**src/rtl/usb_crc_pkg.sv**
```systemverilog
// Shared types and CRC constants for the USB transmit-side CRC encoder and
// the matching receive-side checker.
package usb_crc_pkg;

  typedef enum logic {
    CRC_5  = 1'b0,
    CRC_16 = 1'b1
  } crc_mode_t;

  typedef enum logic [1:0] {
    S_IDLE,
    S_PID,
    S_PAYLOAD,
    S_CRC
  } enc_state_t;

  // Polynomials are written without the implicit leading x^n term.
  localparam logic [4:0]  CRC5_POLY  = 5'h05;
  localparam logic [15:0] CRC16_POLY = 16'h8005;
  localparam int          CRC5_LEN   = 5;
  localparam int          CRC16_LEN  = 16;

endpackage

```
**src/rtl/usb_crc_lfsr.sv**
```systemverilog
// Galois CRC LFSR shared by the USB CRC5/CRC16 encoder and checker; exposes one
// complemented remainder bit selected by index.
module usb_crc_lfsr
  import usb_crc_pkg::*;
(
  input  logic       clock,
  input  logic       reset,
  input  logic       init,
  input  logic       shift_en,
  input  logic       data_bit,
  input  crc_mode_t  mode,
  input  logic [3:0] index,
  output logic       rem_bit
);

  logic [15:0] lfsr;
  logic [15:0] poly;
  logic        feedback;

  // CRC5 lives in lfsr[4:0]; the bits above it churn but are never read out.
  assign feedback = data_bit ^ ((mode == CRC_16) ? lfsr[CRC16_LEN-1] : lfsr[CRC5_LEN-1]);
  assign poly     = (mode == CRC_16) ? CRC16_POLY : 16'(CRC5_POLY);
  assign rem_bit  = ~lfsr[index];

  always_ff @(posedge clock) begin
    if (reset || init) begin
      lfsr <= '1;
    end else if (shift_en) begin
      lfsr <= {lfsr[14:0], 1'b0} ^ (feedback ? poly : 16'h0000);
    end
  end

endmodule

```
**src/rtl/usb_crc_encoder.sv**
```systemverilog
// Serial USB CRC encoder: streams PID, then payload through the CRC, then the
// complemented remainder MSB first, one bit per valid/ready transfer.
module usb_crc_encoder
  import usb_crc_pkg::*;
#(
  parameter int PID_BITS         = 8,
  parameter int MAX_PAYLOAD_BITS = 64,
  parameter int LEN_W            = $clog2(MAX_PAYLOAD_BITS + 1)
) (
  input  logic                                 clock,
  input  logic                                 reset,
  input  logic                                 pkt_ready,
  input  logic [PID_BITS+MAX_PAYLOAD_BITS-1:0] pkt_in,
  input  logic [LEN_W-1:0]                     pkt_len,
  input  logic                                 crc_mode,
  output logic                                 pkt_accept,
  output logic                                 out_bit,
  output logic                                 out_valid,
  input  logic                                 bs_ready,
  output logic                                 busy,
  output logic                                 pkt_done
);

  localparam int                PKT_W    = PID_BITS + MAX_PAYLOAD_BITS;
  localparam int                CNT_W    = LEN_W + 1;
  localparam logic [CNT_W-1:0]  PID_LAST = CNT_W'(PID_BITS - 1);
  localparam logic [LEN_W-1:0]  MAX_LEN  = LEN_W'(MAX_PAYLOAD_BITS);

  enc_state_t       state;
  logic [PKT_W-1:0] shift;
  crc_mode_t        mode_q;
  logic [LEN_W-1:0] len_q;
  logic [CNT_W-1:0] bit_cnt;

  logic       xfer;
  logic       crc_last;
  logic       lfsr_bit;
  logic [3:0] crc_top;
  logic [3:0] crc_idx;

  assign out_valid = (state != S_IDLE);
  assign busy      = out_valid;
  assign xfer      = out_valid && bs_ready;

  // bit_cnt counts CRC bits sent, so the remainder index walks down from n-1.
  assign crc_top  = (mode_q == CRC_16) ? 4'(CRC16_LEN - 1) : 4'(CRC5_LEN - 1);
  assign crc_idx  = crc_top - bit_cnt[3:0];
  assign crc_last = (bit_cnt == CNT_W'(crc_top));

  assign pkt_accept = (state == S_IDLE) && pkt_ready && !reset;
  assign pkt_done   = (state == S_CRC) && xfer && crc_last;

  always_comb begin
    out_bit = 1'b0;
    case (state)
      S_PID, S_PAYLOAD: out_bit = shift[0];
      S_CRC:            out_bit = lfsr_bit;
      default:          out_bit = 1'b0;
    endcase
  end

  usb_crc_lfsr u_lfsr (
    .clock    (clock),
    .reset    (reset),
    .init     (pkt_accept),
    .shift_en ((state == S_PAYLOAD) && xfer),
    .data_bit (shift[0]),
    .mode     (mode_q),
    .index    (crc_idx),
    .rem_bit  (lfsr_bit)
  );

  always_ff @(posedge clock) begin
    if (reset) begin
      state   <= S_IDLE;
      shift   <= '0;
      mode_q  <= CRC_5;
      len_q   <= '0;
      bit_cnt <= '0;
    end else begin
      case (state)
        S_IDLE: begin
          if (pkt_accept) begin
            shift   <= pkt_in;
            mode_q  <= crc_mode_t'(crc_mode);
            len_q   <= (pkt_len > MAX_LEN) ? MAX_LEN : pkt_len;
            bit_cnt <= '0;
            state   <= S_PID;
          end
        end
        S_PID: begin
          if (xfer) begin
            shift <= shift >> 1;
            if (bit_cnt == PID_LAST) begin
              bit_cnt <= '0;
              state   <= (len_q != '0) ? S_PAYLOAD : S_CRC;
            end else begin
              bit_cnt <= bit_cnt + CNT_W'(1);
            end
          end
        end
        S_PAYLOAD: begin
          if (xfer) begin
            shift <= shift >> 1;
            if ((bit_cnt + CNT_W'(1)) == {1'b0, len_q}) begin
              bit_cnt <= '0;
              state   <= S_CRC;
            end else begin
              bit_cnt <= bit_cnt + CNT_W'(1);
            end
          end
        end
        S_CRC: begin
          if (xfer) begin
            if (crc_last) begin
              bit_cnt <= '0;
              state   <= S_IDLE;
            end else begin
              bit_cnt <= bit_cnt + CNT_W'(1);
            end
          end
        end
        default: state <= S_IDLE;
      endcase
    end
  end

endmodule
```
**config.mk**
```make
export PLATFORM = sky130hd
export DESIGN_NAME = usb_crc_encoder
export DESIGN_NICKNAME = d
export VERILOG_FILES = /design/src/rtl/usb_crc_pkg.sv /design/src/rtl/usb_crc_lfsr.sv /design/src/rtl/usb_crc_encoder.sv
export SDC_FILE = /design/constraint.sdc
export NUM_CORES = 1
export LEC_CHECK = 0
export ABC_CLOCK_PERIOD_IN_PS = 3230
export CAP_MARGIN = 10
export CORE_MARGIN = 1
export CORE_UTILIZATION = 55
export CTS_CLUSTER_DIAMETER = 40
export DETAILED_ROUTE_END_ITERATION = 10
export DONT_BUFFER_PORTS = 1
export PLACE_DENSITY_LB_ADDON = 0.1
export SYNTH_ARGS = -nofsm -noshare
export SYNTH_HDL_FRONTEND = slang
export SYNTH_SLANG_ARGS = --single-unit
```
**constraint.sdc**
```tcl
create_clock -name clock -period 3.23 [get_ports clock]
set_input_delay 0.323 -clock clock [delete_from_list [all_inputs] [get_ports clock]]
set_output_delay 0.323 -clock clock [all_outputs]
set_load 0.05 [all_outputs]
```
==> results of run 1 <==
[sequential cells by signal, indices dropped and copies added (netlist names)]
| signal | cells |
|---|---|
| shift | 72 |
| len_q | 7 |
| bit_cnt | 8 |
| state | 2 |
| mode_q | 1 |
| u_lfsr.lfsr | 16 |
[cell usage after synthesis (all sizes together), types with 2 or more instances]
cell | instances | area, um2
a211oi | 76 | 570.6
dfxtp | 106 | 2122
clkbuf | 27 | 101.4
a311oi | 2 | 35.04
ha | 7 | 87.58
xor2 | 7 | 61.31
mux4 | 4 | 90.09
nand2 | 39 | 146.4
nor2 | 91 | 341.6
buf | 19 | 97.60
nand3 | 16 | 80.08
a21o | 2 | 15.01
inv | 11 | 41.29
and3 | 2 | 12.51
and2 | 2 | 12.51
nand3b | 3 | 22.52
a21oi | 6 | 30.03
mux2i | 75 | 750.7
nand4 | 2 | 12.51
a22oi | 2 | 15.01
nor4 | 6 | 37.54
a22o | 9 | 78.83
nor2b | 2 | 12.51
xnor2 | 7 | 61.31
o21ai | 11 | 62.56
o21a | 3 | 30.02
and4 | 2 | 17.52
o211ai | 2 | 15.01
nand4b | 2 | 17.52
a211o | 2 | 17.52
nor3 | 4 | 20.02
or3 | 2 | 12.51
[cell usage in the layout, fill, tap and decap left out, types with 3 or more instances in the layout]
cell type  netlist  final
a211oi_1        76     76
a21oi_1          6      5
a22o_1           9      9
buf_4            1      8
clkbuf_8         0      9
dfxtp_1        106    104
ha_1             7      5
inv_1           11      9
mux2i_1         75     75
mux4_2           4      4
nand2_1         39     39
nand3_1         16     16
nand3b_1         3      3
nor2_1          91     90
nor3_1           4      4
nor4_1           6      6
o21ai_0          8      8
xnor2_1          7      7
xor2_1           7      7
[cells by family after synthesis]
| group | synth area share |
|---|---|
| compound gates | 0.1819 |
| xor+xnor | 0.02834 |
| fa+ha+maj | 0.02083 |
| buf+inv | 0.04651 |
| flops | 0.4109 |
| mux | 0.1650 |
| simple gates | 0.1466 |
[cell type report]
cell class	count	area, um2
fillers	778	3411
multi-input cells	399	2856
flip-flops and latches	106	2125
well taps	108	135.1
clock buffers	10	127.6
repair buffers	11	111.4
clock inverters	6	83.83
inverters	11	41.29
[worst max-delay path: stages, from the launching register on]
cell     delay, ns
dfxtp_2       0.33
inv_2         0.07
ha_4          0.12
inv_2         0.04
fa_2          0.64
mux4_2        0.51
mux2_4        0.28
a21oi_2       0.14
a22oi_2       0.07
nor2_2        0.14
buf_6         0.16
[final timing paths]
check        slack [ns]                     endpoint                   startpoint  depth (start not counted)
max                0.05                      out_bit          mode_q$_SDFFE_PP0P_                         10
min                0.06      bit_cnt[0]$_SDFFE_PP0P_                        reset                          1
max reg2reg        0.77      bit_cnt[5]$_SDFFE_PP0P_      bit_cnt[0]$_SDFFE_PP0P_                          9
min reg2reg        0.50  u_lfsr.lfsr[1]$_SDFFE_PP1P_  u_lfsr.lfsr[0]$_SDFFE_PP1P_                          2
[per-layer routing]
metal | vias up | share of wire | wire length (um)
met5 | - | 0 | 0
met4 | 0 | 0.016 | 168
met3 | 14 | 0.059 | 625
met2 | 85 | 0.46 | 4853
met1 | 1806 | 0.46 | 4907
li1 | 2001 | - | -
[power by group]
part           internal, mW  total, mW  switching, mW  leakage, nW
clock network         0.378      0.863          0.485        0.106
logic                 0.912       2.07           1.16         1.01
registers              1.65       1.86          0.210        0.868
total                  2.94       4.80           1.85         1.98
[what timing repair did]
item,CTS,global route
gates cloned,0,0
buffers inserted,0,2
resized for setup,1,10
pin swaps,0,5
endpoints found under the setup margin,1,1
[per-stage QoR]
step	util	area, um2
2_1_floorplan	-	5167
3_3_place_gp	0.5871	5220
3_5_place_dp	0.5871	5220
4_1_cts	0.6112	5434
5_1_grt	0.6164	5480
6_report	0.6164	5480
==> impl_metrics.csv, run 1 <==
group,metric,value,unit
outcome,outcome,"finished, final reports clean",
global_route,use_met3,0.06170,
finish,antenna_cells,0,
floorplanning,dieArea,9782,um2
floorplanning,fp.coreArea,8891,um2
global_route,grt.busiest_layer,"met2",
placed_design,port_buffers,0,
global_route,grt_usage,0.2262,
logic_synthesis,syn_inst,562,
clock_tree,hold_buffers,0,
timing,rsz0062_at_grt,"true",
timing,tightest_slew,0.6511,ns
placed_design,dp.cells,633,
placed_design,gp_congestion,0.8398,
global_route,gr-total-overflow,0,
floorplanning,die_h,98.91,um
timing,min_period,3.179,ns
detailed_routing,drc_errors,0,
detailed_routing,via_count,3906,
clock_tree,clk_pin_slew_worst_paths,0.09,ns
clock_tree,tritoncts,"built",
clock_tree,cts_buffer_depth,2,
logic_synthesis,synth-seq-area-share,0.4109,
timing,hold_viol_final,0,
timing,slew_headroom,0.5649,
floorplanning,io_pins,89,
power,powerDensity,875.6,nW/um2
run,cap_violations,0,
floorplanning,rows,34,
global_route,grt_use_met2,0.3593,
worst_setup_path,end_kind,"primary output",
logic_synthesis,synth_seq_cells,106,
finish,final_cells,651,
logic_synthesis,synth_warnings,0,
worst_setup_path,start_kind,"flop",
logic_synthesis,syn_nets,654,
worst_setup_path,cp.arrival,2.86,ns
worst_setup_path,crit_fanout,4,
clock_tree,cts_inserted_buffers,9,
global_route,antenna_found_initial,0,
worst_setup_path,worst-endpoint-required,2.91,ns
finish,drive_gt1_frac,0.08840,
detailed_routing,wl_per_cell,16.21,um
timing,setup_viol,0,
logic_synthesis,synth_edf_count,0,
logic_synthesis,yosysUniqueCellTypes,50,
timing,setup_ws,0.05052,ns
floorplanning,initial_core_util,0.5809,
power,vdd_ir_drop_max,504.7,uV
timing,finClkSkew,0.01167,ns
logic_synthesis,syn_area_per_cell,9.190,um2
placed_design,hpwl,7.126,mm
detailed_routing,dr.pass1.iters,4,
clock_tree,insertion_delay,0.37,ns
clock_tree,htreeDepth,3,
worst_setup_path,path_class,"reg2out",
global_route,grt_use_met1,0.2919,
logic_synthesis,yosys_most_used_dff,"dfxtp_1",
timing,hold_ws,0.05689,ns
timing,fmax,314.5,MHz
global_route,grt_pass1_wl,17.83,mm
detailed_routing,wl,10.56,mm
detailed_routing,drtIter0Drc,176,
power,p_total,4.799,mW
detailed_routing,via_per_inst,6.000,
detailed_routing,antenna_left,0,
power,p_leak,1.983,nW
floorplanning,fp.dieW,98.91,um
timing,slew_violations,0,
finish,area_delta_synth_final,6.105,%
logic_synthesis,async_flop_share,0,
placed_design,place_ws,0.4014,ns
clock_tree,root_buffer,"clkbuf_8",
worst_hold_path,hp-class,"in2reg",
timing,final.setup.tns,0,ns
logic_synthesis,syn-cell-area,5165,um2
timing,fin_crit_sh,0.9844,
global_route,grt_pass1_vias,3755,
clock_tree,clock_sinks,106,
global_route,grt_max_degree,144,
finish,final_nets,630,
Power figures use the tool's default switching activity.
==> run 2, diff against run 1 <==
CORE_ASPECT_RATIO = 0.75   (was unset)
CORE_UTILIZATION = 59   (was 55)
==> run 2 against run 1 <==
  * Flip-flop and latch count unchanged
  * Largest cell class unchanged
  * Maximum frequency up 1.1%
  * Combinational power about the same
  * Critical path type unchanged
==> impl_metrics.csv, run 2 (synthesis results as in run 1) <==
group,metric,value,unit
outcome,outcome,"finished, final reports clean",
timing,min_period,3.146,ns
floorplanning,io_pins,89,
worst_setup_path,r2r-start,"state[0]$_SDFFE_PP0P_",
worst_setup_path,slowest_stage,"fa_2",
detailed_routing,antenna_left,0,
worst_hold_path,hold_end,"bit_cnt[0]$_SDFFE_PP0P_",
clock_tree,htreeDepth,3,
finish,reg.largest.list,"shift (72), u_lfsr.lfsr (16), bit_cnt (8)",
floorplanning,rows,29,
worst_hold_path,hp-start,"reset",
worst_setup_path,crit_fanout,4,
finish,largest_register_ffs,72,
finish,fillers,708,
finish,final_common_cell,"dfxtp_1",
timing,setup_viol,0,
global_route,antenna_found_initial,0,
clock_tree,tritoncts,"built",
detailed_routing,wl,10.34,mm
clock_tree,cts_inserted_buffers,9,
detailed_routing,wl_per_cell,15.88,um
placed_design,hpwl,7.119,mm
clock_tree,hold_buffers,0,
global_route,grt_max_degree,89,
worst_setup_path,r2r_end,"bit_cnt[3]$_SDFFE_PP0P_",
clock_tree,cts_buffer_depth,2,
worst_setup_path,slowest_delay,0.61,ns
worst_setup_path,end_kind,"primary output",
global_route,gr-total-overflow,0,
worst_setup_path,cp.arrival,2.82,ns
finish,area_delta_synth_final,8.285,%
clock_tree,insertion_delay,0.34,ns
global_route,use_met3,0.08006,
global_route,grt_use_met2,0.3301,
floorplanning,fp.coreArea,8491,um2
timing,fin_crit_sh,0.9740,
worst_setup_path,reg2reg_slack,0.63,ns
power,vdd_ir_drop_max,621.6,uV
global_route,grt_pass1_wl,16.57,mm
worst_setup_path,crit_chain,"inv_2, ha_4, inv_2, fa_2, mux4_2, mux2_4, a21oi_2, a22oi_2, nor2_2, buf_12",
worst_setup_path,start_kind,"flop",
floorplanning,fp.dieW,110.0,um
detailed_routing,drc_errors,0,
floorplanning,die_h,83.03,um
worst_setup_path,path_class,"reg2out",
clock_tree,clock_sinks,106,
timing,final.setup.tns,0,ns
timing,tightest_slew,0.9853,ns
timing,fmax,317.9,MHz
finish,final_nets,630,
run,cap_violations,0,
detailed_routing,via_count,3922,
finish,antenna_cells,0,
global_route,grt_pass1_vias,3415,
finish,final_cell_area,5593,um2
global_route,grt_use_met1,0.3325,
timing,rsz0062_at_grt,"true",
worst_setup_path,rr_worst_depth,8,
timing,setup_ws,0.08410,ns
floorplanning,dieArea,9137,um2
timing,hold_viol_final,0,
finish,final_cell_mix,"103 x dfxtp_1, 90 x nor2_1, 76 x a211oi_1",
placed_design,placed_area,5240,um2
timing,finClkSkew,0.004261,ns
clock_tree,root_buffer,"clkbuf_16",
finish,top_register,"shift",
floorplanning,initial_core_util,0.6083,
worst_hold_path,hp-class,"in2reg",
worst_setup_path,crit_buf_inv,3,
worst_setup_path,cpMostUsedCell,"inv_2",
power,p_leak,2.035,nW
detailed_routing,drtIter0Drc,297,
placed_design,port_buffers,0,
power,powerDensity,907.8,nW/um2
worst_setup_path,crit_family,"multiplexers",
detailed_routing,via_per_inst,6.025,
detailed_routing,dr.pass1.iters,4,
timing,slew_violations,0,
global_route,grt_usage,0.2330,
global_route,grt.busiest_layer,"met1",
timing,slew_headroom,0.3406,
clock_tree,clk_pin_slew_worst_paths,0.07,ns
worst_hold_path,hold_path_depth,1,
placed_design,gp_congestion,0.8293,
placed_design,place_ws,0.3250,ns
finish,drive_gt1_frac,0.09208,
worst_setup_path,worst-endpoint-required,2.91,ns
## run 2: worst max-delay path by stage
| stage | from | endpoint | slack, ns | cells after the start |
|---|---|---|---|---|
| 2_1_floorplan | mode_q$_SDFFE_PP0P_ | out_bit | 0.12 | 10 |
| 4_1_cts | mode_q$_SDFFE_PP0P_ | out_bit | 0.001 | 10 |
| 5_1_grt | mode_q$_SDFFE_PP0P_ | out_bit | -0.007 | 10 |
| 3_3_place_gp | mode_q$_SDFFE_PP0P_ | out_bit | 0.38 | 10 |
| 3_5_place_dp | mode_q$_SDFFE_PP0P_ | out_bit | 0.32 | 10 |
| 6_report | mode_q$_SDFFE_PP0P_ | out_bit | 0.08 | 10 |
## run 2: worst reg2reg max path, delay by kind of cell (launching register included)
family,cells,cell delay [ns]
and+or+nand+nor,3,0.95
AOI/OAI and AO/OA,3,0.79
adders and majority gates,1,0.29
DFF,1,0.36
buffers and inverters,1,0.16
## run 2: repair_timing
| item | 4_1_cts | 5_1_grt |
|---|---|---|
| setup buffers | 0 | 1 |
| resized for setup | 5 | 6 |
| pin swaps | 4 | 5 |
| endpoints found under the setup margin | 1 | 1 |
| hold endpoints to repair | 0 | 0 |
## run 2: stage by stage
step,std cells,hold WS (ns),power [mW],util
after global placement,634,0.4049,3.872,0.6172
after CTS,650,0.04151,5.095,0.6559
after global routing,651,0.02450,5.412,0.6587
after floorplan,562,0.4487,3.580,-
after detailed placement,634,0.4083,3.949,0.6172
final,651,0.06214,5.077,0.6587
## run 2: routing by layer
layer,share of wire,vias up
li1,-,2004
met3,0.088,16
met2,0.42,118
met4,0.013,0
met1,0.48,1784
met5,0,-
## run 2: area by class of cell
class | count | area [um2] | area share
repair buffers | 11 | 120.1 | 0.02148
inverters | 11 | 41.29 | 0.007383
multi-input cells | 399 | 2856 | 0.5107
flip-flops and latches | 106 | 2126 | 0.3801
clock inverters | 5 | 61.31 | 0.01096
well taps | 108 | 135.1 | 0.02416
clock buffers | 11 | 252.7 | 0.04519
## run 2: power breakdown
group          switching (mW)  internal (mW)  total, mW
Sequential              0.201           1.65       1.86
Combinational            1.18          0.912       2.09
Clock                   0.483          0.648       1.13
Total                    1.86           3.21       5.08
